$ cat src/rtl/even_parity_pkg.sv
// Shared definitions for the even-parity serial link (transmitter and receiver).
//   tx_state_e      : frame sequencer states
//   LINE_IDLE       : serial line level when no frame is in progress (mark)
//   START_BIT       : serial line level of the start bit (space)
//   cnt_width()     : counter width helper, never narrower than one bit
package even_parity_pkg;

  typedef enum logic [2:0] {
    ST_IDLE   = 3'd0,
    ST_START  = 3'd1,
    ST_DATA   = 3'd2,
    ST_PARITY = 3'd3,
    ST_STOP   = 3'd4
  } tx_state_e;

  localparam logic LINE_IDLE = 1'b1;
  localparam logic START_BIT = 1'b0;

  // $clog2(1) is 0, which would give a zero-width counter.
  function automatic int cnt_width(input int n);
    return (n <= 1) ? 1 : $clog2(n);
  endfunction

endpackage

$ cat src/rtl/even_parity_gen.sv
// Even parity generator: single-bit XOR over all DATA_W data bits.
// Appending the result to the data makes the total count of ones even.
// Shared with the receive side of the link.
//   data_i    input  [DATA_W-1:0]  data word
//   parity_o  output               even parity bit (0 for all-zero data)
module even_parity_gen #(
  parameter int DATA_W = 8
) (
  input  logic [DATA_W-1:0] data_i,
  output logic              parity_o
);

  assign parity_o = ^data_i;

endmodule

$ cat src/rtl/even_parity_tx.sv
// Even-parity serial transmitter.
// Takes a byte on a valid/ready handshake and sends
// start bit, data LSB-first, even parity bit, STOP_BITS stop bits,
// each bit held for CLKS_PER_BIT clocks.
//   clk         input               rising-edge clock
//   rst_n       input               asynchronous active-low reset
//   in_data     input  [DATA_W-1:0] byte to transmit
//   in_valid    input               producer has a byte
//   in_ready    output              can accept (IDLE only, decoded)
//   tx_serial   output              serial line, idle high (registered)
//   parity_out  output              parity of last accepted byte (registered)
//   busy        output              frame in progress (registered)
//   tx_done     output              pulse in final cycle of last stop bit
//
// state     | meaning
// ----------+-----------------------------------------------
// ST_IDLE   | line high, waiting for in_valid
// ST_START  | driving start bit for CLKS_PER_BIT clocks
// ST_DATA   | driving data bit bit_cnt, LSB first
// ST_PARITY | driving the latched parity bit
// ST_STOP   | driving stop bit(s), bit_cnt counts stop bits
module even_parity_tx
  import even_parity_pkg::*;
#(
  parameter int DATA_W       = 8,
  parameter int CLKS_PER_BIT = 4,
  parameter int STOP_BITS    = 1
) (
  input  logic              clk,
  input  logic              rst_n,
  input  logic [DATA_W-1:0] in_data,
  input  logic              in_valid,
  output logic              in_ready,
  output logic              tx_serial,
  output logic              parity_out,
  output logic              busy,
  output logic              tx_done
);

  localparam int CNT_W   = cnt_width(CLKS_PER_BIT);
  // The bit counter is reused for stop bits, so size it for the larger count.
  localparam int BIT_MAX = (DATA_W > STOP_BITS) ? DATA_W : STOP_BITS;
  localparam int BIT_W   = cnt_width(BIT_MAX);

  localparam logic [CNT_W-1:0] CNT_LAST  = CNT_W'(CLKS_PER_BIT - 1);
  localparam logic [BIT_W-1:0] DATA_LAST = BIT_W'(DATA_W - 1);
  localparam logic [BIT_W-1:0] STOP_LAST = BIT_W'(STOP_BITS - 1);

  tx_state_e         state_q, state_d;
  logic [CNT_W-1:0]  clk_cnt_q, clk_cnt_d;
  logic [BIT_W-1:0]  bit_cnt_q, bit_cnt_d;
  logic [DATA_W-1:0] shift_q, shift_d;
  logic              parity_q, parity_d;
  logic              tx_q, tx_d;
  logic              busy_q, busy_d;
  logic              done_q, done_d;

  logic              gen_parity;
  logic              cnt_wrap;
  logic              accept;

  even_parity_gen #(
    .DATA_W (DATA_W)
  ) u_parity_gen (
    .data_i   (in_data),
    .parity_o (gen_parity)
  );

  assign in_ready = (state_q == ST_IDLE);
  assign accept   = in_ready && in_valid;
  assign cnt_wrap = (clk_cnt_q == CNT_LAST);

  // Next-state and datapath.
  always_comb begin
    state_d   = state_q;
    clk_cnt_d = clk_cnt_q;
    bit_cnt_d = bit_cnt_q;
    shift_d   = shift_q;
    parity_d  = parity_q;

    if (state_q != ST_IDLE) begin
      clk_cnt_d = cnt_wrap ? '0 : clk_cnt_q + CNT_W'(1);
    end

    case (state_q)
      ST_IDLE: begin
        clk_cnt_d = '0;
        bit_cnt_d = '0;
        if (accept) begin
          state_d  = ST_START;
          shift_d  = in_data;
          parity_d = gen_parity;
        end
      end
      ST_START: begin
        if (cnt_wrap) begin
          state_d   = ST_DATA;
          bit_cnt_d = '0;
        end
      end
      ST_DATA: begin
        if (cnt_wrap) begin
          if (bit_cnt_q == DATA_LAST) begin
            state_d   = ST_PARITY;
            bit_cnt_d = '0;
          end else begin
            bit_cnt_d = bit_cnt_q + BIT_W'(1);
            shift_d   = shift_q >> 1;
          end
        end
      end
      ST_PARITY: begin
        if (cnt_wrap) begin
          state_d   = ST_STOP;
          bit_cnt_d = '0;
        end
      end
      ST_STOP: begin
        if (cnt_wrap) begin
          if (bit_cnt_q == STOP_LAST) begin
            state_d   = ST_IDLE;
            bit_cnt_d = '0;
          end else begin
            bit_cnt_d = bit_cnt_q + BIT_W'(1);
          end
        end
      end
      default: begin
        state_d   = ST_IDLE;
        clk_cnt_d = '0;
        bit_cnt_d = '0;
      end
    endcase
  end

  // Outputs are decoded from the next state so the registered line shows
  // the start bit in the first cycle after the accepting edge.
  always_comb begin
    tx_d = LINE_IDLE;
    case (state_d)
      ST_IDLE:   tx_d = LINE_IDLE;
      ST_START:  tx_d = START_BIT;
      ST_DATA:   tx_d = shift_d[0];
      ST_PARITY: tx_d = parity_d;
      ST_STOP:   tx_d = LINE_IDLE;
      default:   tx_d = LINE_IDLE;
    endcase
    busy_d = (state_d != ST_IDLE);
    done_d = (state_d == ST_STOP) && (clk_cnt_d == CNT_LAST) &&
             (bit_cnt_d == STOP_LAST);
  end

  always_ff @(posedge clk or negedge rst_n) begin
    if (!rst_n) begin
      state_q   <= ST_IDLE;
      clk_cnt_q <= '0;
      bit_cnt_q <= '0;
      shift_q   <= '0;
      parity_q  <= 1'b0;
      tx_q      <= LINE_IDLE;
      busy_q    <= 1'b0;
      done_q    <= 1'b0;
    end else begin
      state_q   <= state_d;
      clk_cnt_q <= clk_cnt_d;
      bit_cnt_q <= bit_cnt_d;
      shift_q   <= shift_d;
      parity_q  <= parity_d;
      tx_q      <= tx_d;
      busy_q    <= busy_d;
      done_q    <= done_d;
    end
  end

  assign tx_serial  = tx_q;
  assign parity_out = parity_q;
  assign busy       = busy_q;
  assign tx_done    = done_q;

endmodule

$ cat config.mk
export PLATFORM = sky130hd
export DESIGN_NAME = even_parity_tx
export DESIGN_NICKNAME = d
export VERILOG_FILES = /design/src/rtl/even_parity_pkg.sv /design/src/rtl/even_parity_gen.sv /design/src/rtl/even_parity_tx.sv
export SDC_FILE = /design/constraint.sdc
export NUM_CORES = 1
export LEC_CHECK = 0
export ABC_AREA = 0
export CORE_AREA = 2 2 56 58
export DETAILED_ROUTE_END_ITERATION = 16
export DIE_AREA = 0 0 58 60
export GPL_TIMING_DRIVEN = 1
export PLACE_DENSITY = 0.63
export SLEW_MARGIN = 20
export SYNTH_ARGS = -nofsm -noshare
export SYNTH_HDL_FRONTEND = slang
export SYNTH_SLANG_ARGS = --single-unit
$ cat constraint.sdc
create_clock -name clk -period 2.1 [get_ports clk]
set_input_delay 0.42 -clock clk [delete_from_list [all_inputs] [get_ports clk]]
set_output_delay 0.42 -clock clk [all_outputs]
set_load 0.01 [all_outputs]
==> results of run 1 <==
-- final timing paths --
check	start	endpoint	cells past startpoint
setup reg to reg	bit_cnt_q[0]	tx_serial	6
min in group clk	clk_cnt_q[0]	clk_cnt_q[0]	1
hold reg to reg	clk_cnt_q[0]	clk_cnt_q[0]	1
hold / removal	rst_n	busy	2
max in group asynchronous	rst_n	tx_serial	2
setup / recovery	state_q[1]	in_ready	2
-- cells in the final DEF, fill, tap and decap left out, drive strengths merged --
cell type      count
o21a               3
ha                 4
nor3               3
or4b               1
nor2               3
a21oi              5
a21bo              1
or2                1
xor2               1
dfstp              1
o21ai              3
o21ba              1
and4b              1
a221o              1
nor4               1
nand3b             2
o31ai              1
clkdlybuf4s50     15
nor3b              3
dfrtp             19
nand2             14
and3               1
a21boi             1
nor2b              1
xnor2              8
a31oi              2
inv                4
nand2b             3
buf                6
a31o               1
nor4bb             1
clkbuf             4
a22oi              6
nand3              1
and2b              1
nor4b              1
nand4              1
and2               4
-- metal layers --
layer  wire length, um  up-vias
li1                  -      427
met1              1010      420
met2              1140       12
met3                48        5
met4                54        0
met5                 0        -
-- final cells by class --
type	count	area (um2)	area share
flip-flops and latches	20	504	0.374
clock buffers	4	36.3	0.0269
multi-input cells	81	557	0.413
inverters	4	15.0	0.0111
repair buffers	21	195	0.145
well taps	33	41.3	0.0306
-- flip-flops by register name, indices dropped and copies added, names as in the netlist --
register and cells:
shift_q 8, bit_cnt_q 3, state_q 3, clk_cnt_q 2, busy 1, parity_out 1, tx_done 1, tx_serial 1
-- through the flow --
| stage | instance area, um2 | cells | power (mW) |
|---|---|---|---|
| 6_report | 1350 | 163 | 1.60 |
| 3_3_place_gp | 1310 | 159 | 1.34 |
| 4_1_cts | 1350 | 163 | 1.61 |
| 2_1_floorplan | 1110 | 111 | 1.13 |
| 5_1_grt | 1350 | 163 | 1.72 |
| 3_5_place_dp | 1310 | 159 | 1.38 |
-- logic make-up (layout without fill, tap and decap cells) --
family / after synthesis / in the layout / share of synthesized area
and+or+nand+nor: 43 / 43 / 0.228
AOI/OAI and AO/OA: 25 / 25 / 0.156
DFF: 20 / 20 / 0.451
buffers and inverters: 10 / 29 / 0.0484
xor gates and xnor gates: 9 / 9 / 0.0709
adders and majority gates: 4 / 4 / 0.0450
-- cells in the mapped netlist, drive strengths merged --
library cell,count,area [um2]
o21a,3,22.5
nand2b,3,18.8
o21ba,1,10.0
xor2,1,8.76
nor4,1,6.26
and2b,1,7.51
o31ai,1,7.51
a22oi,6,45.0
and2,4,25.0
a31oi,2,12.5
or2,1,6.26
nand3b,2,15.0
inv,4,15.0
ha,4,50.1
nor4bb,1,10.0
dfrtp,19,475
a31o,1,8.76
nor4b,1,15.0
nor2b,1,6.26
dfstp,1,26.3
nand2,14,52.6
nor2,3,11.3
xnor2,8,70.1
nor3b,3,27.5
a21oi,5,25.0
nand3,1,5.00
a221o,1,10.0
and3,1,6.26
nand4,1,6.26
and4b,1,10.0
a21boi,1,7.51
buf,6,38.8
a21bo,1,10.0
o21ai,3,15.0
or4b,1,10.0
nor3,3,15.0
-- worst max-delay path: cells and delay by family, from the launching register on --
kind                   cells  cell delay (ps)
buffers and inverters      1              560
AND/OR/NAND/NOR            1              200
flip-flops                 1              520
-- repair_timing --
item,4_1_cts,5_1_grt
setup endpoints to repair,1,1
setup buffers,0,0
hold buffers,0,0
resized for setup,1,1
-- power groups by stage --
stage,sequential [mW],combinational (mW),clock [mW]
after global routing,0.702,0.770,0.252
final,0.676,0.691,0.233
after floorplan,0.630,0.503,0
after CTS,0.675,0.698,0.239
after detailed placement,0.684,0.694,0
after global placement,0.671,0.668,0
==> metrics.yaml, run 1 <==
cells_and_area:
  fill_cells: 271
  final_net_count: 146
  share_of_cells_above_drive_strength_1: 0.131
  post-route-util: 0.465
  insertedDiodeCount: 0
  layout_overhead_on_the_synthesized_area_pct: 21.3
floorplan:
  count_of_pins_on_the_block_boundary: 16
  floorplan.die_area_mm2: 0.00348
  initial_utilization: 0.383
  dieWidth_um: 58
  row_count: 20
  design.core.area_mm2: 0.00290
  die_h_um: 60
global_routing:
  grt_antenna_before_repair: 0
  grt_use_met3: 0.0195
  gr-total-overflow: 0
  groute.usage.overall: 0.141
  grt_busiest_layer: "met2"
  globalRouteMet1Util: 0.154
  number_of_global_route_vias_before_repair: 861
  wire_length_of_the_first_global_routing_pass_mm: 3.67
  pin_count_of_the_biggest_net_entering_global_routing: 21
  met2_track_demand_over_resource: 0.261
setup_path:
  crit_path_end_kind: "output port"
  crit_fanout: 14
  arrival_ps: 1590
  worst_setup_path_start_kind: "register"
  max_stage_delay_ps: 560
  worst-setup-path-type: "register to output port"
  worstPathCellList: "nor3_1 -> clkdlybuf4s50_1"
  crit_slowest_cell: "clkdlybuf4s50_1"
  rrSetupSlack_ps: 230
  crit_required_ps: 1680
logic_synthesis:
  post_synth.cell_area_avg_um2: 10.0
  ys_seq_elements: 20
  synthesis.instances: 111
  ys.warnings.count: 0
  synth.cell_area_mm2: 0.00111
  share_of_synthesized_area_occupied_by_flip_flops_and_latches: 0.451
  synth.distinct_cells: 41
  syn-num-nets: 126
drt:
  detail-route-antenna-nets: 0
  avgViaCountPerCell: 5.30
  drtPass1Iterations: 4
  drc: 0
  avgRoutedWirePerCell_um: 13.8
  initialDrtViolationCount: 35
  vias: 864
  totalWireLength_mm: 2.25
power_and_ir_drop:
  seqPwrFrac: 0.422
  reported_leakage_power_nw: 0.593
  part_of_the_total_power_dissipated_in_the_clock_network: 0.146
  pwr-share-comb: 0.432
  switching_share: 0.371
  pwr_density_cell_mw_per_mm2: 1190
  power.internal_mw: 1.01
  sw_power_mw: 0.593
  max-vdd-ir-drop_mv: 0.602
timing:
  worst-slew-pin-transition_ps: 466
  hold-worst-slack_ps: 425
  fin_worst_setup_slack_ps: 90.8
  finalMaxSlewViolations: 0
  final_min_period_ps: 2010
  timing.clock.skew_ps: 0.950
  tns_ps: 0
  fmaxAchievable_mhz: 498
  final_min_period_over_clock_period: 0.957
  timing.final.setup_violations: 0
  max_slew_margin: 0.687
  report.final.hold_viol_count: 0
  grt_setup_unrepaired: "false"
place:
  numPortBuffers: 15
  detailed_place_hpwl_mm: 1.72
  gpl.final_weighted_congestion: 0.725
  place_ws_ps: 195
cts:
  tritoncts: "done"
  tritoncts.num_buffers: 3
  clock_tree.htree_level_count: 1
  cts.sink_count: 20
  cts.root.buffer_cell: "clkbuf_4"
  clk_latency_ps: 310
  clkSlewWorstSetupHoldPaths_ps: 110
  cts.path.max_buffers: 2
hold_path:
  worstHoldPathType: "primary input to asynchronous set/reset pin"
flow_run:
  cap_violations: 0
outcome:
  run_status: "completed"
Note: power is estimated with default switching activity, not from simulation.
==> run 2: changes to the inputs <==
--- a/config.mk
+++ b/config.mk
@@ -7,6 +7,7 @@
 export LEC_CHECK = 0
 export ABC_AREA = 0
 export CORE_AREA = 2 2 56 58
+export CTS_BUF_LIST = sky130_fd_sc_hd__clkbuf_8
 export DETAILED_ROUTE_END_ITERATION = 16
 export DIE_AREA = 0 0 58 60
 export GPL_TIMING_DRIVEN = 1
==> metrics.yaml, run 2 (synthesis results as in run 1) <==
setup_path:
  arrival_ps: 1570  # -20 ps
  crit_fanout: 12  # -2
  max_stage_delay_ps: 560  # about the same
  worst_setup_path_start_kind: "register"
  crit_path_end_kind: "output port"
  worstPathCellList: "nor3_1 -> clkdlybuf4s50_1"
  worst-setup-path-type: "register to output port"
  crit_slowest_cell: "clkdlybuf4s50_1"
  crit_required_ps: 1680  # about the same
cts:
  cts.repair_timing.setup_buffer_count: 0  # unchanged
  cts.sink_count: 20  # unchanged
  cts.path.max_buffers: 2  # unchanged
  clkSlewWorstSetupHoldPaths_ps: 70  # -40 ps
  cts.root.buffer_cell: "clkbuf_8"
  clock_tree.htree_level_count: 1  # unchanged
  clk_latency_ps: 260  # -50 ps
  tritoncts: "done"
  tritoncts.num_buffers: 3  # unchanged
drt:
  drc: 0  # unchanged
  avgViaCountPerCell: 5.36  # +1.2%
  detail-route-antenna-nets: 0  # unchanged
  vias: 874  # +1.2%
  avgRoutedWirePerCell_um: 14.0  # +1.2%
  initialDrtViolationCount: 17  # -51%
  totalWireLength_mm: 2.28  # +1.2%
  drtPass1Iterations: 4  # unchanged
global_routing:
  grt_antenna_before_repair: 0  # unchanged
  wire_length_of_the_first_global_routing_pass_mm: 3.68  # +0.38%
  met2_track_demand_over_resource: 0.260  # -0.00162
  gr-total-overflow: 0  # unchanged
  groute.usage.overall: 0.140  # -0.00138
  grt_busiest_layer: "met2"
  grt_use_met3: 0.0260  # +0.00649
  number_of_global_route_vias_before_repair: 858  # -0.35%
  globalRouteMet1Util: 0.156  # +0.00136
  pin_count_of_the_biggest_net_entering_global_routing: 21  # unchanged
timing:
  final_min_period_ps: 1990  # -19.9 ps
  max_slew_margin: 0.682  # -0.00533
  grt_setup_unrepaired: "false"
  worst-slew-pin-transition_ps: 474  # +7.94 ps
  report.final.hold_viol_count: 0  # unchanged
  tns_ps: 0  # unchanged
  timing.clock.skew_ps: 3.37  # +2.42 ps
  finalMaxSlewViolations: 0  # unchanged
  timing.final.setup_violations: 0  # unchanged
  fin_worst_setup_slack_ps: 111  # +19.9 ps
  final_min_period_over_clock_period: 0.947  # -0.00945
  fmaxAchievable_mhz: 503  # +1.0%
place:
  gpl.final_weighted_congestion: 0.725  # unchanged
  dp_cells: 159  # unchanged
  numPortBuffers: 15  # unchanged
  detailed_place_hpwl_mm: 1.72  # unchanged
  place_ws_ps: 195  # unchanged
cells_and_area:
  final_net_count: 146  # unchanged
  ff_latch_area_um2: 503  # -0.25%
  layout.cells.non_filler: 163  # unchanged
  layout_common_cells: "dfrtp_1 (18), clkdlybuf4s50_1 (15), nand2_1 (14)"
  largest_reg_flops: 8  # unchanged
  share_of_cells_above_drive_strength_1: 0.123  # -0.00769
  registers.top_by_ff_count: "shift_q"
  fill_cells: 274  # +1.1%
  multi_input_area_um2: 557  # unchanged
  leading_registers_by_flop_count: "shift_q: 8 flops, bit_cnt_q: 3 flops, state_q: 3 flops"
  mostFrequentLayoutCell: "dfrtp_1"
  layout_overhead_on_the_synthesized_area_pct: 22.8
  post-route-util: 0.471  # +0.00604
  insertedDiodeCount: 0  # unchanged
floorplan:
  die_h_um: 60  # unchanged
  count_of_pins_on_the_block_boundary: 16  # unchanged
  dieWidth_um: 58  # unchanged
  floorplan.die_area_mm2: 0.00348  # unchanged
  row_count: 20  # unchanged
  design.core.area_mm2: 0.00290  # unchanged
  initial_utilization: 0.383  # unchanged
power_and_ir_drop:
  reported_leakage_power_nw: 0.601  # +1.4%
  max-vdd-ir-drop_mv: 0.617  # +2.5%
  pwr_density_cell_mw_per_mm2: 1220  # +2.7%
flow_run:
  cap_violations: 0  # unchanged
hold_path:
  worstHoldPathType: "register to register"
outcome:
  run_status: "completed"
## run 2: cell counts in the layout (fill, tap and decap cells not counted)
No cell type changed its count.
## run 2: area by class of cell
class | count | share of cell area
flip-flops and latches | 20 | 0.368
clock buffers | 4 | 0.0403
repair buffers | 21 | 0.143
well taps | 33 | 0.0302
multi-input cells | 81 | 0.408
inverters | 4 | 0.0110
## run 2: report_power, final
| group | leakage [nW] | internal [mW] | switching [mW] | total [mW] |
|---|---|---|---|---|
| registers | 0.247 | 0.543 | 0.134 | 0.677 |
| clock network | 0.0288 | 0.167 | 0.126 | 0.292 |
| logic | 0.326 | 0.356 | 0.338 | 0.694 |
| total | 0.601 | 1.07 | 0.598 | 1.66 |
## run 2: layer usage
layer | part of all wire | routed length, um | vias to the layer above
li1 | - | - | 425
met1 | 0.46 | 1050 | 429
met2 | 0.50 | 1140 | 16
met3 | 0.025 | 57 | 4
met4 | 0.016 | 37 | 0
met5 | 0 | 0 | -
## run 2: what timing repair did
action,in CTS,in global routing
hold buffers,0,0
endpoints found under the hold margin,0,0
resized for setup,0,1
setup endpoints to repair,0,1
## run 2: metrics by stage
step | area, um2 | power [mW] | hold slack [ps]
floorplan | 1110 | 1.13 | 124
global placement | 1310 | 1.34 | 456
detailed placement | 1310 | 1.38 | 466
CTS | 1370 | 1.68 | 485
global route | 1370 | 1.79 | 507
finish | 1370 | 1.66 | 479
## run 2: final timing paths
check | slack, ps | cells after the start | to | from
worst max-delay path | 110 | 2 | in_ready | state_q[0]
worst min-delay path | 480 | 2 | shift_q[3] | shift_q[3]
worst max register to register | 240 | 6 | tx_serial | bit_cnt_q[0]
worst min register to register | 480 | 2 | shift_q[3] | shift_q[3]
max in group asynchronous | 1340 | 2 | tx_serial | rst_n
min in group asynchronous | 490 | 2 | shift_q[1] | rst_n
## run 2: critical path: cells and delay by family, from the launching register on
kind | cells | cell delay [ps]
buf+inv | 1 | 560
flops | 1 | 520
simple gates | 1 | 230
